$ cat config.mk
export PLATFORM = sky130hd
export DESIGN_NAME = cam_seq_ctrl
export DESIGN_NICKNAME = d
export VERILOG_FILES = /design/src/rtl/cam_pkg.sv /design/src/rtl/cam_exp_reg.sv /design/src/rtl/cam_seq_ctrl.sv
export SDC_FILE = /design/constraint.sdc
export NUM_CORES = 1
export LEC_CHECK = 0
export CAP_MARGIN = 5
export CORE_MARGIN = 8
export CORE_UTILIZATION = 44
export DETAILED_ROUTE_END_ITERATION = 6
export GPL_TIMING_DRIVEN = 1
export SLEW_MARGIN = 20
export SYNTH_ARGS = -nofsm -noshare
export SYNTH_HDL_FRONTEND = slang
export SYNTH_HIERARCHICAL = 1
export SYNTH_SLANG_ARGS = --single-unit
$ cat constraint.sdc
create_clock -name clk -period 3.1 [get_ports clk]
set_clock_uncertainty 0.05 [all_clocks]
set_input_delay 0.62 -clock clk [delete_from_list [all_inputs] [get_ports clk]]
set_output_delay 0.62 -clock clk [all_outputs]
set_load 0.02 [all_outputs]
$ cat src/rtl/cam_pkg.sv
// Shared types and default constants for the camera capture sequencer.
package cam_pkg;

    typedef enum logic [1:0] {
        IDLE   = 2'd0,
        EXPOSE = 2'd1,
        READ1  = 2'd2,
        READ2  = 2'd3
    } cam_state_t;

    localparam int EXP_MIN_DEF     = 2;
    localparam int EXP_MAX_DEF     = 30;
    localparam int EXP_DEFAULT_DEF = 2;
    localparam int TICK_DIV_DEF    = 1;
    localparam int ADC_CYC_DEF     = 2;
    localparam int EXP_W_DEF       = 5;

    // One quiet guard cycle before and after the ADC strobe in each row window.
    localparam int RD_GUARD        = 2;

    // Phase counter width; wide enough for EXP_MAX*TICK_DIV with headroom.
    localparam int CNT_W           = 16;

    // Length of one row readout window in clk cycles.
    function automatic int rd_len(input int adc_cyc);
        return adc_cyc + RD_GUARD;
    endfunction

endpackage

$ cat src/rtl/cam_exp_reg.sv
// Saturating exposure-time register, stepped by the user inc/dec buttons.
module cam_exp_reg
    import cam_pkg::*;
#(
    parameter int EXP_MIN     = EXP_MIN_DEF,
    parameter int EXP_MAX     = EXP_MAX_DEF,
    parameter int EXP_DEFAULT = EXP_DEFAULT_DEF,
    parameter int EXP_W       = EXP_W_DEF
) (
    input  logic             clk,
    input  logic             reset,
    input  logic             en,
    input  logic             inc,
    input  logic             dec,
    output logic [EXP_W-1:0] exp_time
);

    logic [EXP_W-1:0] exp_time_q;
    logic [EXP_W-1:0] exp_time_d;

    // Step the setting by one, clamping at the limits; simultaneous inc/dec holds.
    always_comb begin
        exp_time_d = exp_time_q;
        if (en && inc && !dec) begin
            if (exp_time_q >= EXP_W'(EXP_MAX))
                exp_time_d = EXP_W'(EXP_MAX);
            else
                exp_time_d = exp_time_q + EXP_W'(1);
        end else if (en && dec && !inc) begin
            if (exp_time_q <= EXP_W'(EXP_MIN))
                exp_time_d = EXP_W'(EXP_MIN);
            else
                exp_time_d = exp_time_q - EXP_W'(1);
        end
    end

    // Setting register with synchronous return to the power-up default.
    always_ff @(posedge clk) begin
        if (reset)
            exp_time_q <= EXP_W'(EXP_DEFAULT);
        else
            exp_time_q <= exp_time_d;
    end

    assign exp_time = exp_time_q;

endmodule

$ cat src/rtl/cam_seq_ctrl.sv
// Camera capture sequencer: erase -> expose -> row-1 readout -> row-2 readout.
// Optional frame counter output enabled by defining CAM_FRAME_CNT_EN.
module cam_seq_ctrl
    import cam_pkg::*;
#(
    parameter int EXP_MIN     = EXP_MIN_DEF,
    parameter int EXP_MAX     = EXP_MAX_DEF,
    parameter int EXP_DEFAULT = EXP_DEFAULT_DEF,
    parameter int TICK_DIV    = TICK_DIV_DEF,
    parameter int ADC_CYC     = ADC_CYC_DEF,
    parameter int EXP_W       = EXP_W_DEF
) (
    input  logic             clk,
    input  logic             reset,
    input  logic             init,
    input  logic             exp_inc,
    input  logic             exp_dec,
    output logic [EXP_W-1:0] exp_time,
    output logic             erase,
    output logic             expose,
    output logic             nre_1,
    output logic             nre_2,
    output logic             adc,
    output logic             busy
`ifdef CAM_FRAME_CNT_EN
    ,
    output logic [15:0]      frame_cnt
`endif
);

    localparam int               RD_LEN  = rd_len(ADC_CYC);
    localparam logic [CNT_W-1:0] RD_LAST = CNT_W'(RD_LEN - 1);
    localparam logic [CNT_W-1:0] ADC_LO  = CNT_W'(1);
    localparam logic [CNT_W-1:0] ADC_HI  = CNT_W'(ADC_CYC);

    cam_state_t       state_q, state_d;
    logic [CNT_W-1:0] cnt_q, cnt_d;
    logic [CNT_W-1:0] exp_len_q, exp_len_d;

    logic erase_q, erase_d;
    logic expose_q, expose_d;
    logic nre_1_q, nre_1_d;
    logic nre_2_q, nre_2_d;
    logic adc_q, adc_d;
    logic busy_q, busy_d;

    // The exposure setting may only move while idle and not launching a capture.
    cam_exp_reg #(
        .EXP_MIN     (EXP_MIN),
        .EXP_MAX     (EXP_MAX),
        .EXP_DEFAULT (EXP_DEFAULT),
        .EXP_W       (EXP_W)
    ) u_exp_reg (
        .clk      (clk),
        .reset    (reset),
        .en       ((state_q == IDLE) && !init),
        .inc      (exp_inc),
        .dec      (exp_dec),
        .exp_time (exp_time)
    );

    // Next state and in-state cycle counter; exposure length is frozen on entry.
    always_comb begin
        state_d   = state_q;
        cnt_d     = cnt_q;
        exp_len_d = exp_len_q;
        case (state_q)
            IDLE: begin
                cnt_d = '0;
                if (init) begin
                    state_d   = EXPOSE;
                    exp_len_d = CNT_W'(exp_time) * CNT_W'(TICK_DIV);
                end
            end
            EXPOSE: begin
                if (cnt_q == exp_len_q - CNT_W'(1)) begin
                    state_d = READ1;
                    cnt_d   = '0;
                end else begin
                    cnt_d = cnt_q + CNT_W'(1);
                end
            end
            READ1: begin
                if (cnt_q == RD_LAST) begin
                    state_d = READ2;
                    cnt_d   = '0;
                end else begin
                    cnt_d = cnt_q + CNT_W'(1);
                end
            end
            READ2: begin
                if (cnt_q == RD_LAST) begin
                    state_d = IDLE;
                    cnt_d   = '0;
                end else begin
                    cnt_d = cnt_q + CNT_W'(1);
                end
            end
            default: begin
                state_d = IDLE;
                cnt_d   = '0;
            end
        endcase
    end

    // Decode outputs from the upcoming state so they can be registered in step with it.
    always_comb begin
        erase_d  = 1'b0;
        expose_d = 1'b0;
        nre_1_d  = 1'b1;
        nre_2_d  = 1'b1;
        adc_d    = 1'b0;
        busy_d   = 1'b1;
        case (state_d)
            IDLE: begin
                erase_d = 1'b1;
                busy_d  = 1'b0;
            end
            EXPOSE: expose_d = 1'b1;
            READ1: begin
                nre_1_d = 1'b0;
                adc_d   = (cnt_d >= ADC_LO) && (cnt_d <= ADC_HI);
            end
            READ2: begin
                nre_2_d = 1'b0;
                adc_d   = (cnt_d >= ADC_LO) && (cnt_d <= ADC_HI);
            end
            default: begin
                erase_d = 1'b1;
                busy_d  = 1'b0;
            end
        endcase
    end

    // State, counter and output registers; reset overrides everything.
    always_ff @(posedge clk) begin
        if (reset) begin
            state_q   <= IDLE;
            cnt_q     <= '0;
            exp_len_q <= '0;
            erase_q   <= 1'b1;
            expose_q  <= 1'b0;
            nre_1_q   <= 1'b1;
            nre_2_q   <= 1'b1;
            adc_q     <= 1'b0;
            busy_q    <= 1'b0;
        end else begin
            state_q   <= state_d;
            cnt_q     <= cnt_d;
            exp_len_q <= exp_len_d;
            erase_q   <= erase_d;
            expose_q  <= expose_d;
            nre_1_q   <= nre_1_d;
            nre_2_q   <= nre_2_d;
            adc_q     <= adc_d;
            busy_q    <= busy_d;
        end
    end

    assign erase  = erase_q;
    assign expose = expose_q;
    assign nre_1  = nre_1_q;
    assign nre_2  = nre_2_q;
    assign adc    = adc_q;
    assign busy   = busy_q;

`ifdef CAM_FRAME_CNT_EN
    logic [15:0] frame_cnt_q, frame_cnt_d;

    // Count only captures that finish readout; an aborted capture is cleared by reset.
    always_comb begin
        frame_cnt_d = frame_cnt_q;
        if ((state_q == READ2) && (state_d == IDLE))
            frame_cnt_d = frame_cnt_q + 16'd1;
    end

    // Completed-frame counter register.
    always_ff @(posedge clk) begin
        if (reset)
            frame_cnt_q <= 16'd0;
        else
            frame_cnt_q <= frame_cnt_d;
    end

    assign frame_cnt = frame_cnt_q;
`endif

endmodule

# Yosys cells after proc, flatten, opt, wreduce, memory -nomap -nowiden
# Cells that the tools add are included.
[word_totals]
input_bits = 5
register_bits = 34
wordCells = 60
[classes]
n_mux = 17
n_lt_le_gt_ge = 4
addsub = 4
reduce_logical = 16
eq_ne = 8
n_bitwise = 1
[ops]
columns = ["op", "n"]
rows = [
  ["16-bit one-hot mux with 3 select lines", 1],
  ["16-bit two-way mux", 2],
  ["5-bit two-way mux", 4],
  ["16-bit by 1-bit adder with 16-bit output (second input constant)", 1],
  ["16-bit == test", 1],
  ["16-bit by 2-bit == test with 1-bit output (second input constant)", 1],
  ["16-bit by 1-bit greater-or-equal comparator with 1-bit output (second input constant)", 1],
  ["16-bit by 2-bit <= comparator with 1-bit output (second input constant)", 1],
  ["2-bit == test (second input constant)", 4],
  ["2-bit two-way mux", 4],
  ["2-bit one-hot mux with 4 select lines", 1],
  ["1-bit logical AND", 6],
  ["2-bit OR reduction", 3],
  ["5-bit by 1-bit subtractor with 6-bit output (second input constant)", 1],
  ["5-bit by 1-bit adder with 5-bit output (second input constant)", 1],
  ["5-bit greater-or-equal comparator (second input constant)", 1],
  ["5-bit by 2-bit <= comparator with 1-bit output (second input constant)", 1],
  ["1-bit two-way mux", 5],
  ["5-bit by 1-bit subtractor with 5-bit output (second input constant)", 1],
  ["2-bit by 1-bit == test with 1-bit output (second input constant)", 2],
  ["2-bit zero test", 2],
  ["1-bit zero test", 3],
  ["2-bit AND reduction", 1],
  ["2-bit nonzero test", 1],
  ["1-bit inverter", 1],
]

# Longest topological paths before layout
# Gate-level depths: netlist of the first run.
[logic_depth]
word_depth = 8
depth_mapped = 8
mapped_depth_nobuf = 7

# Hierarchy
# The synthesis of the first run kept the hierarchy.
[modules_own_cells]
columns = ["mod", "n_inst", "cells_each", "area_per_inst_um2"]
rows = [
  ["cam_seq_ctrl", 1, 191, 1612.8],
  ["cam_exp_reg", 1, 62, 459.2],
]

# Worst setup path before layout of the first run
# Ideal clock, no wire load.
[synth_timing]
kind = "register to register"
start = "reg cnt_q[0]"
end = "reg cnt_q[13]"
setup_ps = 132
path_stages_with_launch = 9
synth_period_minus_slack_ps = 2194
t_arrival_ps = 2012
slack_ps = 906
path_cell_list = "dfxtp_1 ha_1 nor4b_1 and4_1 clkbuf_1 nor2b_1 nor4_4 buf_6 nor3_1"
[synth_between]
elab_chain_len = 3
elab_cells_between_ends = 6
[synth_rtl]
columns = ["element", "line", "source"]
rows = [
  ["start, declared", "cam_seq_ctrl.sv:37", "logic [CNT_W-1:0] cnt_q, cnt_d;"],
  ["start signal, assigned", "cam_seq_ctrl.sv:149", "cnt_q <= cnt_d;"],
  ["16-bit by 1-bit adder with 16-bit output, or another cell as far along", "cam_seq_ctrl.sv:80, cam_seq_ctrl.sv:88, cam_seq_ctrl.sv:96", ""],
  ["16-bit two-way mux (on tied branches)", "cam_seq_ctrl.sv:84, cam_seq_ctrl.sv:92, cam_seq_ctrl.sv:76", ""],
  ["16-bit one-hot mux with 3 select lines *", "cam_seq_ctrl.sv:67", "case (state_q)"],
]
# Every way passes the cells marked *; elsewhere a longest branch is shown, timed or not.
# A chain may end at the register's enable or synchronous reset.

# Worst setup path in the final report of the first run
# Ends and elaborated chain as after synthesis.

==> impl_metrics.prom, run 1 <==
# TYPE chip_impl_metric gauge
chip_impl_metric{name="fillerInstances",unit=""} 463
chip_impl_metric{name="p_per_area",unit="nW/um2"} 409.0
chip_impl_metric{name="antenna_found_initial",unit=""} 0
chip_impl_metric{name="postLayoutCellArea",unit="um2"} 2326
chip_impl_metric{name="post_cts_buffers",unit=""} 0
chip_impl_metric{name="p_leak",unit="uW"} 0.0007967
chip_impl_metric{name="finalNonFillerCells",unit=""} 316
chip_impl_metric{name="yosys.cell_types.count",unit=""} 51
chip_impl_metric{name="dp_hpwl",unit="mm"} 3.385
chip_impl_metric{name="buffers_from_clock_root_to_sink_at_most",unit=""} 2
chip_impl_info{name="status",value="finished, final reports clean"} 1
chip_impl_metric{name="postRouteAntennaNets",unit=""} 0
chip_impl_info{name="cts_tree",value="built"} 1
chip_impl_metric{name="synth.ff_latch_count",unit=""} 34
chip_impl_metric{name="total_power",unit="uW"} 951.2
chip_impl_metric{name="global_route.overflow_total",unit=""} 0
chip_impl_metric{name="netlist_instances",unit=""} 253
chip_impl_metric{name="largest_net_degree_at_the_start_of_global_routing",unit=""} 17
chip_impl_info{name="layout.cells.most_common_list",value="dfxtp_1, nor3_1, nor2_1, nand2_1, clkdlybuf4s50_1"} 1
chip_impl_metric{name="comb_power_share",unit="%"} 8.9
chip_impl_metric{name="tritoncts.num_buffers",unit=""} 5
chip_impl_metric{name="maximum_fanout_count_along_the_critical_path",unit=""} 9
chip_impl_metric{name="areaGrowthSynthToFinish",unit="%"} 12.26
chip_impl_metric{name="nNetsFinal",unit=""} 272
chip_impl_metric{name="number_of_synthesized_flops_with_an_enable_pin",unit=""} 0
chip_impl_info{name="clockRootBuffer",value="clkbuf_8"} 1
chip_impl_metric{name="core_region_area",unit="um2"} 4629
chip_impl_metric{name="cts-resized-gates",unit=""} 0
chip_impl_metric{name="power.switching",unit="uW"} 213.6
chip_impl_info{name="min-delay-path-class",value="reg -> reg"} 1
chip_impl_metric{name="tightestPinTransition",unit="ps"} 692.5
chip_impl_metric{name="die-area",unit="um2"} 7161
chip_impl_metric{name="postRouteWirelength",unit="mm"} 4.626
chip_impl_info{name="layout.cells.most_common",value="dfxtp_1"} 1
chip_impl_metric{name="clkSlewWorstSetupHoldPaths",unit="ps"} 70
chip_impl_metric{name="syn_nets",unit=""} 263
chip_impl_metric{name="detail_route.drc_violations",unit=""} 0
chip_impl_metric{name="drive_above_1_share",unit="%"} 6.870
chip_impl_metric{name="detail_route.iter0.violations",unit=""} 130
chip_impl_metric{name="setup-violations-final",unit=""} 0
chip_impl_metric{name="r2r_setup_slack",unit="ps"} 590
chip_impl_metric{name="port_buffers",unit=""} 15
chip_impl_info{name="ys_dominant_reg_cell",value="dfxtp_1"} 1
chip_impl_metric{name="place.gp.congestion",unit=""} 0.8245
chip_impl_info{name="timing.setup.critical_path_class",value="reg -> reg"} 1
chip_impl_info{name="worstSetupStartpointType",value="flop"} 1
chip_impl_metric{name="first_pass_grt_wire_length",unit="mm"} 8.176
chip_impl_metric{name="num_antenna_cells",unit=""} 0
chip_impl_info{name="grt_setup_unrepaired",value="no"} 1
chip_impl_metric{name="minimum_clock_period",unit="ps"} 2509
chip_impl_metric{name="timing_max_transition_violations_final",unit=""} 0
chip_impl_info{name="crit_path_end_kind",value="flop"} 1
chip_impl_metric{name="first_global_vias",unit=""} 1770
chip_impl_metric{name="viasPerCell",unit=""} 5.731
chip_impl_metric{name="drt_first_pass_iters",unit=""} 4
chip_impl_metric{name="vias",unit=""} 1811
chip_impl_metric{name="insertion_delay",unit="ps"} 280
chip_impl_metric{name="final.setup.worst_slack",unit="ps"} 591.1
chip_impl_metric{name="die_height",unit="um"} 84.62
chip_impl_metric{name="pre_cts_ws",unit="ps"} 557.0
chip_impl_metric{name="post_dp_cell_area",unit="um2"} 2213
chip_impl_metric{name="vdd_drop_max",unit="mV"} 0.2533
chip_impl_metric{name="grt_util_all_layers",unit="%"} 13.70
chip_impl_metric{name="hold_violations",unit=""} 0
chip_impl_metric{name="synthesis.area_per_instance",unit="um2"} 8.190
chip_impl_metric{name="syn_area",unit="um2"} 2072
chip_impl_metric{name="clock_power_share",unit="%"} 43.5
chip_impl_metric{name="swShare",unit="%"} 22.45
chip_impl_metric{name="power_report.internal_total",unit="uW"} 737.7
chip_impl_metric{name="timing.setup.tns",unit="ps"} 0
chip_impl_metric{name="crit_required",unit="ps"} 3220
chip_impl_metric{name="width_of_the_die",unit="um"} 84.62
chip_impl_metric{name="clock.fmax",unit="MHz"} 398.6
chip_impl_metric{name="p_seq_share",unit="%"} 47.6
chip_impl_metric{name="io_pins",unit=""} 16
chip_impl_metric{name="cp.arrival",unit="ps"} 2630
chip_impl_metric{name="tritoncts_num_sinks",unit=""} 34
chip_impl_metric{name="ys_warn_count",unit=""} 6
chip_impl_metric{name="fin_crit_sh",unit="%"} 80.93
chip_impl_metric{name="cts.htree.levels",unit=""} 2
chip_impl_metric{name="seq_area_frac_synth",unit="%"} 32.85
chip_impl_metric{name="post-place-cells",unit=""} 309
chip_impl_metric{name="post_cts_hold_buffer_count",unit=""} 0
chip_impl_metric{name="initial_core_util",unit="%"} 44.76
chip_impl_metric{name="routed_wire_length_per_instance",unit="um"} 14.64
chip_impl_metric{name="slew_headroom",unit="%"} 53.41
chip_impl_metric{name="asyncSetResetFlopFracSynth",unit="%"} 0
chip_impl_metric{name="max_cap_violations",unit=""} 0
chip_impl_metric{name="fp-row-count",unit=""} 25
[state kept, by name, summed over array words and instances, names as in the netlist]
register / count
adc: 1
busy: 1
cnt_q: 16
erase: 1
exp_len_q: 5
expose: 1
nre_1: 1
nre_2: 1
state_q: 2
u_exp_reg/exp_time: 5
[cells by family (layout without fill, tap and decap cells)]
kind of cell	count (synthesis)	in the layout	share of synthesized area, %
multiplexers	7	7	3.502
XOR/XNOR	24	24	10.14
flip-flops	34	34	32.85
buffers and inverters	26	35	6.583
AND/OR/NAND/NOR	117	117	30.62
adder cells (fa/ha/maj)	5	5	3.019
AO/OA/AOI/OAI	40	40	13.29
[worst max-delay path, stage by stage (launching register included)]
cell     delay [ps]
dfxtp_1         460
ha_1            290
nor4b_1         240
and4_1          390
nor2b_1         130
nor4_4          530
buf_4           260
nor3_1           60
[cell usage after synthesis, types with 3 or more instances]
cell type  count  area [um2]
nor4b_1        3       26.28
ha_1           5       62.56
nand2b_1       5       31.28
buf_2          4       20.02
nand4_1        5       31.28
mux2i_1        5       50.05
and2_1         4       25.02
a31oi_1        3       18.77
o21ai_0        8       40.04
dfxtp_1       34       680.7
xor2_1        12       105.1
xnor2_1       12       105.1
a2111oi_0      3       26.28
inv_1         10       37.54
nor2_1        23       86.33
or4_1          3       22.52
nand2_1       16       60.06
nor4_1         7       43.79
a21oi_1        7       35.03
clkbuf_1       6       22.52
nand3_1       11       55.05
nor3_1        25       125.1
[power by group through the flow]
stage / combinational (uW) / clock, uW / sequential [uW]
floorplan: 51.3 / 0 / 464
global placement: 83.7 / 0 / 462
detailed placement: 84.1 / 0 / 463
CTS: 84.3 / 424 / 453
global route: 93.9 / 441 / 454
finish: 84.2 / 414 / 453
[cell type report]
type	count	area, um2	share of cell area, %
Multi-Input combinational cell	193	1255	53.95
Inverter	10	37.54	1.614
Clock inverter	1	30.03	1.291
Timing Repair Buffer	18	172.7	7.423
Clock buffer	6	82.58	3.550
Sequential cell	34	680.7	29.26
Tap cell	54	67.56	2.905
[layer usage]
metal,routed length (um),track usage [%],up-vias
met4,57,5.016,0
met3,168,3.415,5
met2,2212,23.05,33
met1,2188,16.36,845
met5,0,0,-
li1,-,-,928
[final timing paths]
kind / startpoint / end / cells after the start
max: cnt_q[0]$_SDFF_PP0_ / cnt_q[13]$_SDFF_PP0_ / 7
min: exp_len_q[4]$_SDFFE_PP0P_ / exp_len_q[4]$_SDFFE_PP0P_ / 2
max reg2reg: cnt_q[0]$_SDFF_PP0_ / cnt_q[13]$_SDFF_PP0_ / 7
min reg2reg: exp_len_q[4]$_SDFFE_PP0P_ / exp_len_q[4]$_SDFFE_PP0P_ / 2
[per-stage QoR]
step                util [%]  hold slack [ps]
floorplan                  -            468.2
global placement       47.81            513.4
detailed placement     47.81            522.6
CTS                    50.24            536.1
global route           50.24            565.7
finish                 50.24            532.1
Power figures use the tool's default switching activity.
==> inputs of run 2 (changes only) <==
==> constraint.sdc (replaced) <==
create_clock -name clk -period 2.4 [get_ports clk]
set_clock_uncertainty 0.05 [all_clocks]
set_input_delay 0.48 -clock clk [delete_from_list [all_inputs] [get_ports clk]]
set_output_delay 0.48 -clock clk [all_outputs]
set_load 0.02 [all_outputs]
==> run 2 against run 1 <==
- cell count rose by 4.4%
- sequential power rose by 29%
- highest routed layer unchanged
- global-route usage rose by 0.42 points
==> impl_metrics.prom, run 2 (synthesis results as in run 1) <==
# TYPE chip_impl_metric gauge
chip_impl_metric{name="insertion_delay",unit="ps"} 280
chip_impl_metric{name="antenna_found_initial",unit=""} 0
chip_impl_metric{name="num_antenna_cells",unit=""} 0
chip_impl_metric{name="detail_route.drc_violations",unit=""} 0
chip_impl_metric{name="die_height",unit="um"} 84.62
chip_impl_info{name="critical_path_cell_by_cell",value="or4_1, or4_1, o22a_2, nor4_4, buf_4, nor3_1"} 1
chip_impl_metric{name="nNetsFinal",unit=""} 285
chip_impl_metric{name="tightestPinTransition",unit="ps"} 550.8
chip_impl_metric{name="port_buffers",unit=""} 15
chip_impl_metric{name="footprint_of_the_multi_input_gates",unit="um2"} 1255
chip_impl_metric{name="cts.htree.levels",unit=""} 2
chip_impl_metric{name="postRouteAntennaNets",unit=""} 0
chip_impl_metric{name="p_per_area",unit="nW/um2"} 472.0
chip_impl_info{name="min-delay-path-class",value="reg -> reg"} 1
chip_impl_metric{name="crit_path_max_incr_delay",unit="ps"} 540
chip_impl_metric{name="dp_hpwl",unit="mm"} 3.645
chip_impl_metric{name="cts-resized-gates",unit=""} 0
chip_impl_info{name="clockRootBuffer",value="clkbuf_8"} 1
chip_impl_metric{name="crit_required",unit="ps"} 2510
chip_impl_metric{name="vias",unit=""} 1904
chip_impl_metric{name="viasPerCell",unit=""} 5.770
chip_impl_info{name="largest_register",value="cnt_q"} 1
chip_impl_metric{name="place.gp.congestion",unit=""} 0.8727
chip_impl_metric{name="global_route.overflow_total",unit=""} 0
chip_impl_metric{name="p_leak",unit="uW"} 0.0008554
chip_impl_metric{name="largest_reg_flops",unit=""} 16
chip_impl_info{name="crit_top_cell",value="or4_1"} 1
chip_impl_metric{name="routed_wire_length_per_instance",unit="um"} 14.82
chip_impl_metric{name="cp.arrival",unit="ps"} 2340
chip_impl_metric{name="die-area",unit="um2"} 7161
chip_impl_metric{name="max_cap_violations",unit=""} 0
chip_impl_metric{name="first_global_vias",unit=""} 1802
chip_impl_metric{name="tritoncts.num_buffers",unit=""} 5
chip_impl_metric{name="post_dp_cell_area",unit="um2"} 2311
chip_impl_metric{name="tritoncts_num_sinks",unit=""} 34
chip_impl_metric{name="clock.fmax",unit="MHz"} 447.5
chip_impl_metric{name="timing_max_transition_violations_final",unit=""} 0
chip_impl_metric{name="initial_core_util",unit="%"} 44.76
chip_impl_metric{name="first_pass_grt_wire_length",unit="mm"} 8.397
chip_impl_metric{name="detail_route.iter0.violations",unit=""} 114
chip_impl_metric{name="post_cts_hold_buffer_count",unit=""} 0
chip_impl_metric{name="areaGrowthSynthToFinish",unit="%"} 15.94
chip_impl_metric{name="minimum_clock_period",unit="ps"} 2234
chip_impl_metric{name="maximum_fanout_count_along_the_critical_path",unit=""} 7
chip_impl_metric{name="postRouteWirelength",unit="mm"} 4.892
chip_impl_metric{name="io_pins",unit=""} 16
chip_impl_info{name="timing.setup.critical_path_class",value="reg -> reg"} 1
chip_impl_metric{name="vdd_drop_max",unit="mV"} 0.3156
chip_impl_metric{name="largest_net_degree_at_the_start_of_global_routing",unit=""} 14
chip_impl_metric{name="layout.area.seq",unit="um2"} 680.7
chip_impl_metric{name="fin_crit_sh",unit="%"} 93.10
chip_impl_info{name="grt_setup_unrepaired",value="no"} 1
chip_impl_info{name="worstSetupStartpointType",value="flop"} 1
chip_impl_metric{name="drive_above_1_share",unit="%"} 11.23
chip_impl_metric{name="timing.setup.tns",unit="ps"} 0
chip_impl_metric{name="total_power",unit="uW"} 1134
chip_impl_metric{name="postLayoutCellArea",unit="um2"} 2402
chip_impl_metric{name="post_cts_buffers",unit=""} 0
chip_impl_metric{name="core_region_area",unit="um2"} 4629
chip_impl_metric{name="grt_util_all_layers",unit="%"} 14.13
chip_impl_metric{name="width_of_the_die",unit="um"} 84.62
chip_impl_metric{name="post-place-cells",unit=""} 322
chip_impl_metric{name="setup-violations-final",unit=""} 0
chip_impl_metric{name="buffers_from_clock_root_to_sink_at_most",unit=""} 2
chip_impl_metric{name="fp-row-count",unit=""} 25
chip_impl_metric{name="slew_headroom",unit="%"} 62.33
chip_impl_info{name="layout.cells.most_common",value="dfxtp_1"} 1
chip_impl_info{name="crit_path_end_kind",value="flop"} 1
chip_impl_info{name="status",value="finished, final reports clean"} 1
chip_impl_metric{name="hold_violations",unit=""} 0
chip_impl_metric{name="fillerInstances",unit=""} 461
chip_impl_metric{name="clkSlewWorstSetupHoldPaths",unit="ps"} 70
chip_impl_metric{name="finalNonFillerCells",unit=""} 330
chip_impl_metric{name="drt_first_pass_iters",unit=""} 4
chip_impl_info{name="layout.cells.most_common_list",value="dfxtp_1, nor3_1, nor2_1, nand2_1, buf_4"} 1
chip_impl_info{name="cpMaxStageDelayCell",value="or4_1"} 1
chip_impl_info{name="cts_tree",value="built"} 1
[run 2: changes by cell type in the layout (fill, tap and decap cells not counted)]
cell / delta
buf_4: +13
clkbuf_1: +1
clkinv_2: +1
bufinv_16: -1
[run 2: cell type report]
type                            instances  area share, %
Tap cell                               54          2.813
Timing Repair Buffer                   31          11.25
Sequential cell                        34          28.33
Multi-Input combinational cell        193          52.24
Inverter                               10          1.563
Clock inverter                          1         0.2083
Clock buffer                            7          3.594
[run 2: through the flow]
stage	setup slack [ps]	utilization (%)	hold slack, ps
after CTS	168.0	51.89	527.3
after detailed placement	69.09	49.92	519.7
final	165.5	51.89	525.7
after global placement	115.7	49.92	513.8
after floorplan	206.2	-	468.2
after global routing	0.1474	51.89	564.7
[run 2: final timing paths]
check	slack [ps]	cells past startpoint	startpoint	to
worst max-delay path	170	6	exp_len_q[0]$_SDFFE_PP0P_	cnt_q[4]$_SDFF_PP0_
worst min-delay path	530	2	exp_len_q[2]$_SDFFE_PP0P_	exp_len_q[2]$_SDFFE_PP0P_
worst max register to register	170	6	exp_len_q[0]$_SDFFE_PP0P_	cnt_q[4]$_SDFF_PP0_
worst min register to register	530	2	exp_len_q[2]$_SDFFE_PP0P_	exp_len_q[2]$_SDFFE_PP0P_
[run 2: per-layer routing]
layer / share of wire (%) / wire length, um / up-vias / track usage (%)
met5: 0 / 0 / - / 0
met4: 0.43 / 21 / 0 / 3.883
met3: 6.0 / 294 / 2 / 3.512
met2: 47 / 2307 / 65 / 23.62
met1: 46 / 2269 / 876 / 17.44
li1: - / - / 961 / -
[run 2: report_power, final]
group / switching, uW / total, uW / leakage (uW) / internal, uW
registers: 9.48 / 583 / 0.000276 / 573
clock network: 206 / 437 / 0.0000482 / 232
logic: 63.8 / 114 / 0.000531 / 50.3
[run 2: worst max-delay path: cells and delay by family, from the launching register on]
family	cells	cell delay [ps]
simple gates	4	1260
flops	1	340
compound gates	1	240
buf+inv	1	230
==> inputs of run 3 (changes only) <==
==> constraint.sdc (replaced) <==
create_clock -name clk -period 2.4 [get_ports clk]
set_clock_uncertainty 0.05 [all_clocks]
set_input_delay 0.36 -clock clk [delete_from_list [all_inputs] [get_ports clk]]
set_output_delay 0.36 -clock clk [all_outputs]
set_load 0.02 [all_outputs]
==> run 3 against run 2 <==
- worst setup slack gained 26 ps
- sequential power about the same
- utilization rose by 0.46 points
- sequential share of layout area down 0.25 points
- clock-buffer cell count decreased by 1
- worst hold slack improved by 18 ps
- cell count down 1.2%
- maximum frequency rose by 1.2%
==> impl_metrics.prom, run 3 (synthesis results as in run 1) <==
# TYPE chip_impl_metric gauge
chip_impl_info{name="cts_tree",value="built"} 1
chip_impl_metric{name="maximum_fanout_count_along_the_critical_path",unit=""} 16
chip_impl_metric{name="tightestPinTransition",unit="ps"} 719.4
chip_impl_info{name="worstSetupStartpointType",value="flop"} 1
chip_impl_metric{name="global_route.overflow_total",unit=""} 0
chip_impl_metric{name="power_report.internal_total",unit="uW"} 1064
chip_impl_metric{name="buffers_from_clock_root_to_sink_at_most",unit=""} 2
chip_impl_metric{name="fillerInstances",unit=""} 446
chip_impl_metric{name="die_height",unit="um"} 84.62
chip_impl_metric{name="max_cap_violations",unit=""} 0
chip_impl_info{name="largest_register",value="cnt_q"} 1
chip_impl_metric{name="final.setup.worst_slack",unit="ps"} 191.8
chip_impl_metric{name="fp-row-count",unit=""} 25
chip_impl_metric{name="timing_max_transition_violations_final",unit=""} 0
chip_impl_metric{name="post_cts_buffers",unit=""} 0
chip_impl_metric{name="postRouteWirelength",unit="mm"} 4.879
chip_impl_metric{name="drive_above_1_share",unit="%"} 10.29
chip_impl_metric{name="largest_net_degree_at_the_start_of_global_routing",unit=""} 17
chip_impl_metric{name="critPathBufInv",unit=""} 1
chip_impl_metric{name="footprint_of_the_multi_input_gates",unit="um2"} 1255
chip_impl_metric{name="layout.area.seq",unit="um2"} 680.7
chip_impl_metric{name="pre_cts_ws",unit="ps"} 181.0
chip_impl_info{name="timing.setup.critical_path_class",value="reg -> reg"} 1
chip_impl_metric{name="port_buffers",unit=""} 15
chip_impl_metric{name="hold_violations",unit=""} 0
chip_impl_metric{name="crit_path_max_incr_delay",unit="ps"} 560
chip_impl_info{name="min-delay-path-class",value="reg -> reg"} 1
chip_impl_metric{name="vias",unit=""} 1873
chip_impl_metric{name="initial_core_util",unit="%"} 44.76
chip_impl_metric{name="cp.arrival",unit="ps"} 2310
chip_impl_metric{name="power.switching",unit="uW"} 287.7
chip_impl_metric{name="post_cts_hold_buffer_count",unit=""} 0
chip_impl_metric{name="tritoncts_num_sinks",unit=""} 34
chip_impl_metric{name="dp_hpwl",unit="mm"} 3.516
chip_impl_metric{name="first_global_vias",unit=""} 1801
chip_impl_info{name="worst_path_dominant_cell_family",value="simple AND/OR/NAND/NOR gates"} 1
chip_impl_info{name="status",value="finished, final reports clean"} 1
chip_impl_metric{name="minimum_hold_slack",unit="ps"} 544.0
chip_impl_metric{name="first_pass_grt_wire_length",unit="mm"} 8.224
chip_impl_metric{name="place.gp.congestion",unit=""} 0.8337
chip_impl_metric{name="areaGrowthSynthToFinish",unit="%"} 16.97
chip_impl_metric{name="timing.setup.tns",unit="ps"} 0
chip_impl_metric{name="viasPerCell",unit=""} 5.745
chip_impl_metric{name="clock_power_share",unit="%"} 48.7
chip_impl_metric{name="width_of_the_die",unit="um"} 84.62
chip_impl_metric{name="nNetsFinal",unit=""} 281
chip_impl_metric{name="antenna_found_initial",unit=""} 0
chip_impl_metric{name="p_seq_share",unit="%"} 43.1
chip_impl_metric{name="core_region_area",unit="um2"} 4629
chip_impl_metric{name="vdd_drop_max",unit="mV"} 0.3759
chip_impl_metric{name="grt_util_all_layers",unit="%"} 13.98
chip_impl_metric{name="p_leak",unit="uW"} 0.0008572
chip_impl_metric{name="insertion_delay",unit="ps"} 290
chip_impl_info{name="critical_path_cell_by_cell",value="or4_1, or4_1, o22a_2, nor4_4, buf_4, a2111oi_0"} 1
chip_impl_metric{name="tritoncts.num_buffers",unit=""} 5
chip_impl_metric{name="p_per_area",unit="nW/um2"} 557.9
chip_impl_metric{name="slew_headroom",unit="%"} 50.80
chip_impl_metric{name="cts.htree.levels",unit=""} 2
chip_impl_metric{name="minimum_clock_period",unit="ps"} 2208
chip_impl_metric{name="comb_power_share",unit="%"} 8.2
chip_impl_info{name="crit_top_cell",value="or4_1"} 1
chip_impl_metric{name="drt_first_pass_iters",unit=""} 4
chip_impl_info{name="clockRootBuffer",value="clkbuf_8"} 1
chip_impl_metric{name="crit_required",unit="ps"} 2510
chip_impl_metric{name="routed_wire_length_per_instance",unit="um"} 14.97
chip_impl_metric{name="num_antenna_cells",unit=""} 0
chip_impl_info{name="cpMaxStageDelayCell",value="or4_1"} 1
chip_impl_metric{name="clock.fmax",unit="MHz"} 452.9
chip_impl_metric{name="largest_reg_flops",unit=""} 16
chip_impl_metric{name="clkSlewWorstSetupHoldPaths",unit="ps"} 70
chip_impl_metric{name="swShare",unit="%"} 21.28
chip_impl_info{name="grt_setup_unrepaired",value="no"} 1
chip_impl_metric{name="detail_route.drc_violations",unit=""} 0
chip_impl_info{name="crit_path_end_kind",value="flop"} 1
chip_impl_metric{name="die-area",unit="um2"} 7161
chip_impl_info{name="layout.cells.most_common_list",value="dfxtp_1, nor3_1, nor2_1, nand2_1, clkdlybuf4s50_1"} 1
chip_impl_metric{name="fin_crit_sh",unit="%"} 92.01
chip_impl_info{name="layout.cells.most_common",value="dfxtp_1"} 1
chip_impl_metric{name="io_pins",unit=""} 16
chip_impl_metric{name="detail_route.iter0.violations",unit=""} 111
chip_impl_metric{name="postRouteAntennaNets",unit=""} 0
chip_impl_metric{name="cts-resized-gates",unit=""} 0
chip_impl_metric{name="setup-violations-final",unit=""} 0
run 3: worst paths after layout:
path                             startpoint                   endpoint  slack, ps  depth (start not counted)
setup / recovery  exp_len_q[0]$_SDFFE_PP0P_        cnt_q[1]$_SDFF_PP0_        190                          6
hold / removal    exp_len_q[2]$_SDFFE_PP0P_  exp_len_q[2]$_SDFFE_PP0P_        540                          2
setup reg to reg  exp_len_q[0]$_SDFFE_PP0P_        cnt_q[1]$_SDFF_PP0_        190                          6
hold reg to reg   exp_len_q[2]$_SDFFE_PP0P_  exp_len_q[2]$_SDFFE_PP0P_        540                          2
run 3: layer usage:
metal  vias to the layer above  share of wire (%)  wire length, um  track usage [%]
li1                        954                  -                -                -
met1                       882                 47             2293            16.28
met2                        28                 47             2298            23.19
met3                         9                4.7              227            5.171
met4                         0                1.2               60            4.207
met5                         -                  0                0                0
run 3: final cells by class:
cell class / instances / area share, %
multi-input cells: 193 / 51.78
well taps: 54 / 2.788
repair buffers: 27 / 9.912
flip-flops and latches: 34 / 28.08
clock inverters: 2 / 2.478
inverters: 10 / 1.549
clock buffers: 6 / 3.407
run 3: power groups by stage:
| stage | sequential, uW | clock, uW | combinational, uW |
|---|---|---|---|
| 2_1_floorplan | 600 | 0 | 66.3 |
| 3_3_place_gp | 596 | 0 | 111 |
| 3_5_place_dp | 596 | 0 | 111 |
| 4_1_cts | 583 | 670 | 111 |
| 5_1_grt | 585 | 701 | 123 |
| 6_report | 583 | 658 | 111 |
run 3: tightest hold or removal path: cells and delay by family, from the launching register on:
family | cells | cell delay, ps
flops | 1 | 360
mux | 1 | 150
simple gates | 1 | 50
run 3: through the flow:
| step | cell area, um2 | std cells | util, % | total power [uW] |
|---|---|---|---|---|
| 2_1_floorplan | 2072 | 253 | - | 666.0 |
| 3_3_place_gp | 2281 | 318 | 49.27 | 707.4 |
| 3_5_place_dp | 2281 | 318 | 49.27 | 707.1 |
| 4_1_cts | 2424 | 326 | 52.35 | 1364 |
| 5_1_grt | 2424 | 326 | 52.35 | 1410 |
| 6_report | 2424 | 326 | 52.35 | 1352 |
